### src/rtl/decrypt_walker_pkg.sv
// Shared constants for the encrypt/decrypt memory walkers.
// Key, plaintext terminators and the one-hot walker state encoding.
package decrypt_walker_pkg;

    localparam logic [7:0] KEY    = 8'hA5;
    localparam logic [7:0] TERM_A = 8'h00;
    localparam logic [7:0] TERM_B = 8'h10;

    typedef enum logic [5:0] {
        S_IDLE  = 6'b000001,
        S_RADDR = 6'b000010,
        S_RDATA = 6'b000100,
        S_WRITE = 6'b001000,
        S_NEXT  = 6'b010000,
        S_DONE  = 6'b100000
    } state_t;

    function automatic logic is_term(input logic [7:0] b);
        return (b == TERM_A) || (b == TERM_B);
    endfunction

endpackage

### src/rtl/decrypt_walker_byte.sv
// Single-byte decryptor, the mirror of the encrypt unit.
// Undo the key XOR, then rotate right by one.
module decrypt_byte
    import decrypt_walker_pkg::*;
#(
    parameter logic [7:0] K = KEY
) (
    input  logic [7:0] din,
    output logic [7:0] dout
);

    logic [7:0] t;

    // Purely combinational: t = din ^ K, dout = ror1(t)
    always_comb begin
        t    = din ^ K;
        dout = {t[0], t[7:1]};
    end

endmodule

### src/rtl/decrypt_walker.sv
// Memory-walking decryptor: reads, decrypts and writes back bytes
// in place from start_addr until a plaintext terminator is written.
module decrypt_walker
    import decrypt_walker_pkg::*;
(
    input  logic       clock,
    input  logic       reset,
    input  logic       start,
    input  logic [7:0] start_addr,
    output logic [7:0] mem_addr,
    output logic       mem_we,
    output logic [7:0] mem_wdata,
    input  logic [7:0] mem_rdata,
    output logic       busy,
    output logic       done,
    output logic       wrapped,
    output logic [7:0] count,
    output logic [7:0] state_leds
);

    state_t     state_q;
    state_t     state_d;
    logic [7:0] ptr_q;
    logic [7:0] data_q;
    logic [7:0] count_q;
    logic       wrapped_q;
    logic [7:0] dec;

    decrypt_byte #(.K(KEY)) u_dec (
        .din  (mem_rdata),
        .dout (dec)
    );

    // State register
    always_ff @(posedge clock or posedge reset) begin
        if (reset) begin
            state_q <= S_IDLE;
        end else begin
            state_q <= state_d;
        end
    end

    // Next-state and control outputs
    always_comb begin
        state_d = state_q;
        mem_we  = 1'b0;
        busy    = 1'b0;
        done    = 1'b0;
        unique case (state_q)
            S_IDLE: begin
                if (start) state_d = S_RADDR;
            end
            S_RADDR: begin
                busy    = 1'b1;
                state_d = S_RDATA;
            end
            S_RDATA: begin
                busy    = 1'b1;
                state_d = S_WRITE;
            end
            S_WRITE: begin
                busy    = 1'b1;
                mem_we  = 1'b1;
                state_d = is_term(data_q) ? S_DONE : S_NEXT;
            end
            S_NEXT: begin
                busy    = 1'b1;
                state_d = (ptr_q == 8'hFF) ? S_DONE : S_RADDR;
            end
            S_DONE: begin
                done = 1'b1;
                if (start) state_d = S_RADDR;
            end
            default: state_d = S_IDLE;
        endcase
    end

    // Pointer, data latch, element count and wrap flag
    always_ff @(posedge clock or posedge reset) begin
        if (reset) begin
            ptr_q     <= 8'h00;
            data_q    <= 8'h00;
            count_q   <= 8'h00;
            wrapped_q <= 1'b0;
        end else begin
            unique case (state_q)
                S_IDLE, S_DONE: begin
                    if (start) begin
                        ptr_q     <= start_addr;
                        count_q   <= 8'h00;
                        wrapped_q <= 1'b0;
                    end
                end
                S_RDATA: data_q <= dec;
                S_WRITE: begin
                    if (count_q != 8'hFF) count_q <= count_q + 8'h01;
                end
                S_NEXT: begin
                    ptr_q <= ptr_q + 8'h01;
                    if (ptr_q == 8'hFF) wrapped_q <= 1'b1;
                end
                default: ;
            endcase
        end
    end

    assign mem_addr   = ptr_q;
    assign mem_wdata  = data_q;
    assign count      = count_q;
    assign wrapped    = wrapped_q;
    assign state_leds = {2'b00, state_q};

endmodule
### config.mk
export PLATFORM = sky130hd
export DESIGN_NAME = decrypt_walker
export DESIGN_NICKNAME = d
export VERILOG_FILES = /design/src/rtl/decrypt_walker_pkg.sv /design/src/rtl/decrypt_walker_byte.sv /design/src/rtl/decrypt_walker.sv
export SDC_FILE = /design/constraint.sdc
export NUM_CORES = 1
export LEC_CHECK = 0
export ABC_AREA = 1
export CAP_MARGIN = 20
export CORE_UTILIZATION = 40
export CTS_CLUSTER_SIZE = 28
export DETAILED_ROUTE_END_ITERATION = 16
export PLACE_DENSITY = 0.75
export SLEW_MARGIN = 40
export SYNTH_ARGS = -nofsm -noshare
export SYNTH_HDL_FRONTEND = slang
export SYNTH_HIERARCHICAL = 1
export SYNTH_SLANG_ARGS = --single-unit
### constraint.sdc
create_clock -name clock -period 1.75 [get_ports clock]
set_input_delay 0.525 -clock clock [delete_from_list [all_inputs] [get_ports clock]]
set_output_delay 0.525 -clock clock [all_outputs]
set_load 0.005 [all_outputs]
Word-level counts from Yosys, hierarchy flattened:

Index checks and enable logic that the tools add are counted.

* flip-flop bits (word level): 31
* input bits: 19
* output and inout port bits: 36
* logic and storage cells: 44

* $add $sub $neg: 2
* eq/ne operators: 12
* mux-type cells: 15
* bitwise operators: 1
* reductions and logical operators: 9

Operators with widths (number)
* case mux 8 bit (2 select lines): 2
* case mux 6 bit (5 select lines): 1
* 2-to-1 mux 8 bit: 3
* 2-to-1 mux 6 bit: 3
* adder 8 x 1 -> 8 bit (second input constant): 2
* == test 8 x 5 -> 1 bit (second input constant): 1
* == test 8 bit (second input constant): 1
* zero test 8 bit: 1
* inequality test 8 bit (second input constant): 1
* == test 6 x 1 -> 1 bit (second input constant): 1
* == test 6 x 2 -> 1 bit (second input constant): 1
* == test 6 x 3 -> 1 bit (second input constant): 1
* == test 6 x 4 -> 1 bit (second input constant): 1
* == test 6 x 5 -> 1 bit (second input constant): 1
* == test 6 bit (second input constant): 1
* AND reduction 3 bit: 2
* 2-to-1 mux 1 bit: 5
* inequality test 2 bit (second input constant): 2
* inverter 4 bit: 1
* nonzero test 2 bit: 2
* OR reduction 4 bit: 1
* inequality test 2 x 1 -> 1 bit (second input constant): 1
* case mux 1 bit (2 select lines): 1
* AND reduction 2 bit: 1
* 2 further kinds: 2

Longest topological paths before layout:

Gate-level depths: netlist of the first run.

* depth in word-level cells: 4
* mapped depth: 9
* depth with buffers taken out: 8

By module:

Netlist of the first run, hierarchy kept.

Modules (own cells, without submodules)
* decrypt_walker: times used 1, cells an instance 247, area each 1791.7 um^2, sequential area each 777.0 um^2
* decrypt_byte: times used 1, cells an instance 8, area each 45.0 um^2, sequential area each 0.0 um^2

Least setup slack after synthesis of the first run:

No wires, ideal clock.

* path type: reg2out
* from: register state_q[4]
* to: output busy
* arrival: 1.056 ns
* required time: 1.225 ns
* slack: 0.169 ns
* stages on the path, launching flop included: 6
* buffers on the path: 0
* cells stage by stage: dfrtp_1 -> nor2_2 -> nand4_2 -> nand2_1 -> nor2_1 -> inv_1

* cells in the longest elaborated chain, start to end: 3
* elaborated cells on any way between the ends: 6
* classes of those cells: eq/ne (4); mux (1); reduce/logical (1)

RTL lines
* start: declaration: line decrypt_walker.sv:21 `state_t state_q;`
* start signal: assignment: line decrypt_walker.sv:39 `state_q <= state_d;`
* == test 6 x 5 -> 1 bit, or another cell as far along: line decrypt_walker.sv:49 `unique case (state_q)`
* OR reduction 4 bit (no source line) (*)
* 2-to-1 mux 1 bit (*): line decrypt_walker.sv:49
* end: declaration: line decrypt_walker.sv:14 `output logic busy,`

Every way passes the cells marked *; elsewhere a longest branch is shown, timed or not.

Worst setup path in the final report of the first run:

* from: register state_q[0]
* to: output busy

The elaborated chain is that of the path after synthesis.

==> run_results.csv, run 1 <==
group,metric,value,unit
timing,finalCritPeriodShare,112,%
floorplanning,rows,24,
timing,fin_setup_tns,-0.654,ns
detailed_routing,viasPerCell,4.89,
finish,final_cell_count_no_fill,422,
timing,fin_hold_ws,0.496,ns
timing,hold_viol,0,
placement,dp_slack,-0.232,ns
global_routing,track_usage,23.4,%
worst_setup_path,reg2reg_from,"state_q[2]",
placement,place_congestion,0.860,
logic_synthesis,synth_cell_types,31,
clocking,cts_hold_buf,0,
floorplanning,die_x,69.8,microns
worst_setup_path,crit_path_frequent_cell,"nor2_4",
worst_setup_path,setup.worst_path.end,"busy",
global_routing,grt_pass1_vias,1965,
timing,rsz0062_at_grt,"true",
logic_synthesis,yosys.area.top_type,"dfrtp_1",
logic_synthesis,synth_top_area_share,40.9,%
run_status,violations,"setup timing",
logic_synthesis,ys_warn_count,6,
clocking,cts_tree,"built",
timing,period_minus_slack,1.97,ns
finish,syn_to_final_growth,69.1,%
clocking,cts_buffer_depth,2,
pwr,leakagePower,1.63,nW
floorplanning,dieArea,4870,sq um
timing,slew_violations,0,
worst_setup_path,end_kind,"output port",
finish,antenna_cells,0,
floorplanning,initial_core_util,41.9,%
floorplanning,core_area,4380,sq um
timing,fmaxAchievable,0.509,GHz
global_routing,grt-ovfl-total,0,
timing,fin_worst_skew,0.0107,ns
global_routing,grt_max_degree,17,
pwr,combPwrFrac,53.5,%
detailed_routing,drt-wirelength-per-cell,13.5,microns
run,maxCapViolations,0,
worst_setup_path,crit_chain,"nor2_4 > buf_6 > nand3_4 > nand2_4 > nor2_4 > inv_2 > buf_2",
placement,detailed_place_hpwl,3360,microns
finish,final_net_count,390,
logic_synthesis,synth_edf_count,0,
worst_setup_path,slowest_stage,"dfstp_2",
clocking,clk_pin_slew,0.07,ns
clocking,clk_latency,0.29,ns
global_routing,antenna_found_initial,0,
timing,finalSetupViolCount,5,
worst_setup_path,path_max_fanout,3,
worst_setup_path,worstPathRequired,1.22,ns
worst_setup_path,r2r_slack,-0.14,ns
pwr,p_switching,1.40,mW
detailed_routing,routed_wl,5720,microns
logic_synthesis,ys_seq_area_share,42.3,%
detailed_routing,route.detailed.drc,0,
worst_setup_path,critPathKind,"register to output port",
finish,drive_gt1_share,30.0,%
logic_synthesis,ys.flop_type,"dfrtp_1",
pwr,peakVddDrop,960,uV
pwr,seq_power_share,29.8,%
floorplanning,die_y,69.8,microns
detailed_routing,drtIter0Drc,114,
pwr,p_total,3.79,mW
worst_setup_path,crit_start,"state_q[0]",
logic_synthesis,yosysMostFrequentCell,"nand2_1",
pwr,power.share.clock,16.7,%
floorplanning,top_level_ports,55,
worst_setup_path,worstReg2RegEnd,"state_q[0]",
logic_synthesis,synth_common_cells,"nand2_1, dfrtp_1, inv_1, nand3_1, nor2_1",
detailed_routing,ant_nets,0,
logic_synthesis,synth-seq-cells,31,
logic_synthesis,async_flop_share,100,%
placement,portBuffers,52,
clocking,cts_made_buffers,5,
logic_synthesis,syn_area,1840,sq um
pwr,p_int,2.39,mW
clocking,cts.sinks,31,
worst_setup_path,reg2reg_depth,13,
worst_hold_path,hold_path.class,"input port to async pin",
detailed_routing,drt_first_pass_iters,5,
logic_synthesis,synthCells,255,
run_status,outcome,"complete, but fails checks",
detailed_routing,vias,2063,
clocking,clk_root_buffer_cell,"clkbuf_8",
logic_synthesis,yosys-top-cells-area,"dfrtp_1, nand2_1, nand3_1",
worst_setup_path,start_kind,"register",
global_routing,grt_pass1_wl,8760,microns
worst_setup_path,cp_slowest_stage_delay,0.57,ns
logic_synthesis,syn_avg_cell_area,7.20,sq um
pwr,netSwitchingFraction,36.8,%
placement,dp.cells,373,
timing,timing.final.ws_setup,-0.215,ns
pwr,p_per_area,1220,nW/um^2
worst_setup_path,crit_arrival,1.44,ns
clocking,ctsHtreeMaxLevel,2,
cells in the final DEF, fill, tap and decap left out, drive strengths merged, types with 4 or more instances in the layout:
cell,instances
o21ai,6
buf,66
clkdlybuf4s50,38
dlygate4sd2,4
nand2,105
nand3,30
nor2,29
inv,25
clkbuf,8
dfrtp,30
dlymetal6s2s,4
how the worst min path moves through the flow:
stage,from,end,slack (ns),depth (start not counted)
global route,reset,count[7],0.53,2
detailed placement,mem_wdata[4],mem_wdata[4],0.49,2
finish,reset,count[7],0.50,2
floorplan,wrapped,wrapped,0.46,2
global placement,mem_wdata[4],mem_wdata[4],0.47,2
CTS,reset,count[7],0.51,2
logic make-up after synthesis:
group	share of synthesized area (%)
buf+inv	8.92
xor+xnor	1.43
compound gates	3.13
flops	42.3
other cells	0.204
simple gates	42.6
fa+ha+maj	1.36
through the flow:
stage          cell area, sq um  utilization (%)
6_report                   3110             70.8
5_1_grt                    3110             70.8
4_1_cts                    2970             67.6
3_5_place_dp               2530             57.8
3_3_place_gp               2530             57.8
2_1_floorplan              1840                -
power by group through the flow:
stage                     combinational (mW)  sequential (mW)  clock, mW
after floorplan                        0.670             1.18          0
after global placement                  1.36             1.18          0
after detailed placement                1.40             1.19          0
after CTS                               1.82             1.12      0.640
after global routing                    2.20             1.16      0.670
final                                   2.03             1.13      0.632
routing by layer:
metal	up-vias	track usage, %	part of all wire (%)
li1	1021	-	-
met1	957	25.8	38
met2	68	40.3	52
met3	17	7.27	6.1
met4	0	12.2	3.3
met5	-	0	0
state kept, by name, summed over array words and instances (netlist names):
signal / count
count: 8
mem_addr: 8
mem_wdata: 8
state_q: 6
wrapped: 1
cell type report:
class	count	area [sq um]
multi-input combinational	190	1030
sequential	31	779
timing repair buffer	114	1020
tap	52	65.1
clock buffer	8	100
inverter	27	110
fill	339	1280
critical path, delay by kind of cell, from the launching register on:
kind                   cells  cell delay, ns
flip-flops                 1            0.57
AND/OR/NAND/NOR            4            0.32
buffers and inverters      3            0.27
timing repair:
action | CTS | global route
endpoints found under the setup margin | 23 | 32
resized for setup | 42 | 33
buffers inserted | 38 | 10
pin swaps | 6 | 12
No activity file was read; power rests on OpenSTA's default activity.
==> run 2: changes to the inputs <==
CORE_UTILIZATION = 50   (was 40)
PLACE_DENSITY = 0.89   (was 0.75)
clock period = 2.3 ns   (was 1.75 ns; I/O delays follow)
==> run 2 against run 1 <==
  * Combinational power is 34% lower
  * Largest power group unchanged
  * Sequential share of layout area rose by 3.4 points
  * Global-route usage rose by 7.0 points
  * First-iteration DRC count grew 110%
  * Critical path type unchanged
  * Register-to-register slack improved by 0.14 ns
  * Die area down 19%
  * Clock-buffer cell count down 2
  * Clock power down 44%
  * Non-clock buffer count fell by 27
  * The run still ends with setup timing left
  * Utilization grew 9.2 points
  * Critical path depth up 1
  * Worst setup slack improved by 0.19 ns
==> run_results.csv, run 2 (synthesis results as in run 1) <==
group,metric,value,unit
pwr,p_switching,1.08,mW
detailed_routing,drt-wirelength-per-cell,17.6,microns
finish,final_net_count,363,
floorplanning,core_area,3420,sq um
floorplanning,die_x,62.6,microns
detailed_routing,routed_wl,6830,microns
pwr,netSwitchingFraction,41.1,%
timing,fmaxAchievable,0.431,GHz
pwr,p_int,1.54,mW
global_routing,antenna_found_initial,0,
timing,finalCritPeriodShare,101,%
pwr,combPwrFrac,51.2,%
finish,n_fill_cell,202,
finish,final_common_cell,"nand2_1",
finish,final_cell_mix,"nand2_1, clkdlybuf4s50_1, buf_4",
global_routing,grt-ovfl-total,0,
clocking,cts_tree,"built",
global_routing,grt_pass1_vias,1994,
run,maxCapViolations,0,
floorplanning,top_level_ports,55,
pwr,peakVddDrop,903,uV
clocking,cts_buffer_depth,2,
clocking,cts.sinks,31,
worst_setup_path,crit_chain,"inv_1 > nand2_1 > inv_1 > nand3_2 > nand2_1 > nor2_4 > inv_2 > clkbuf_2",
global_routing,track_usage,30.5,%
finish,antenna_cells,0,
timing,period_minus_slack,2.32,ns
worst_setup_path,path_max_fanout,3,
floorplanning,dieArea,3920,sq um
worst_setup_path,cp_num_buf_inv,4,
pwr,leakagePower,1.41,nW
worst_setup_path,start_kind,"register",
placement,placed_cell_area,2390,sq um
placement,dp.cells,351,
global_routing,grt_pass1_wl,9220,microns
placement,place_congestion,0.832,
pwr,p_per_area,957,nW/um^2
detailed_routing,drt_first_pass_iters,5,
worst_setup_path,worstPathRequired,1.61,ns
detailed_routing,vias,2194,
worst_hold_path,hold_path.class,"register to register",
floorplanning,die_y,62.6,microns
timing,finalSetupViolCount,1,
floorplanning,initial_core_util,53.8,%
worst_setup_path,path_delay_family,"flip-flops",
timing,timing.final.ws_setup,-0.0203,ns
worst_setup_path,end_kind,"output port",
run_status,violations,"setup timing",
clocking,ctsHtreeMaxLevel,2,
placement,portBuffers,52,
finish,syn_to_final_growth,48.9,%
timing,hold_viol,0,
detailed_routing,route.detailed.drc,0,
clocking,clk_pin_slew,0.12,ns
detailed_routing,viasPerCell,5.65,
worst_setup_path,critPathKind,"register to output port",
placement,detailed_place_hpwl,3140,microns
global_routing,grt_max_degree,32,
timing,slew_violations,0,
detailed_routing,drtIter0Drc,234,
clocking,cts_made_buffers,5,
worst_setup_path,cp_slowest_stage_delay,0.46,ns
clocking,clk_latency,0.36,ns
worst_setup_path,slowest_stage,"dfrtp_2",
finish,fin_area,2740,sq um
pwr,seq_power_share,35.3,%
run_status,outcome,"complete, but fails checks",
finish,final_cell_count_no_fill,388,
detailed_routing,ant_nets,0,
finish,drive_gt1_share,21.1,%
clocking,clk_root_buffer_cell,"clkbuf_4",
clocking,cts_hold_buf,0,
pwr,power.share.clock,13.5,%
floorplanning,rows,21,
worst_setup_path,crit_arrival,1.63,ns
timing,fin_worst_skew,0.0200,ns
[run 2: cell types whose count changed in the layout (fill, tap and decap cells not counted), sizes merged]
cell,change
clkdlybuf4s15,-2
clkdlybuf4s50,+11
clkinv,+1
buf,-31
dlygate4sd2,-3
dlymetal6s2s,-3
clkbuf,-1
[run 2: worst min-delay path, stage by stage, from the launching register on]
cell	delay, ns
dfrtp_1	0.37
nand2_1	0.06
nand2_1	0.06
[run 2: power by group through the flow]
stage | sequential (mW) | combinational, mW | clock [mW]
final | 0.923 | 1.34 | 0.353
after global routing | 0.941 | 1.42 | 0.380
after CTS | 0.896 | 1.13 | 0.334
after detailed placement | 0.909 | 0.976 | 0
after global placement | 0.903 | 0.954 | 0
after floorplan | 0.896 | 0.510 | 0
[run 2: worst paths after layout]
path / depth (start not counted) / startpoint / slack [ns] / to
worst max-delay path: 8 / state_q[5] / -0.02 / busy
worst min-delay path: 2 / mem_wdata[4] / 0.50 / mem_wdata[4]
worst min register to register: 2 / mem_wdata[4] / 0.50 / mem_wdata[4]
min in group asynchronous: 3 / reset / 0.72 / mem_wdata[5]
worst max register to register: 15 / state_q[4] / 0 / state_q[2]
max in group asynchronous: 3 / reset / 1.22 / state_q[0]
[run 2: through the flow]
stage               setup WS, ns  hold slack, ns  power [mW]  TNS (ns)  util (%)
global route             -0.0601           0.520        2.75    -0.102      80.1
detailed placement         0.122           0.479        1.88         0      70.1
floorplan                  0.554           0.464        1.41         0         -
CTS                      -0.0465           0.503        2.36   -0.0907      77.1
finish                   -0.0203           0.504        2.62   -0.0203      80.1
global placement           0.158           0.468        1.86         0      70.1
[run 2: metal layers]
layer  GRT usage (%)  vias to the layer above  share of wire [%]
met5               0                        -                  0
li1                -                      960                  -
met3            7.12                       56                9.4
met2            49.2                      182                 47
met1            35.1                      996                 35
met4            22.7                        0                7.9
[run 2: final cells by class]
| type | count | area [sq um] | share of cell area [%] |
|---|---|---|---|
| flip-flops and latches | 31 | 781 | 28.5 |
| well taps | 46 | 57.6 | 2.10 |
| repair buffers | 87 | 802 | 29.3 |
| clock inverters | 1 | 5.00 | 0.183 |
| clock buffers | 6 | 51.3 | 1.88 |
| inverters | 27 | 103 | 3.75 |
| multi-input cells | 190 | 936 | 34.2 |
[run 2: timing repair]
item	in CTS	in global routing
endpoints found under the setup margin	3	3
gates cloned	0	0
setup buffers	21	10
pin swaps	7	6
resized for setup	12	14
hold endpoints to repair	0	0
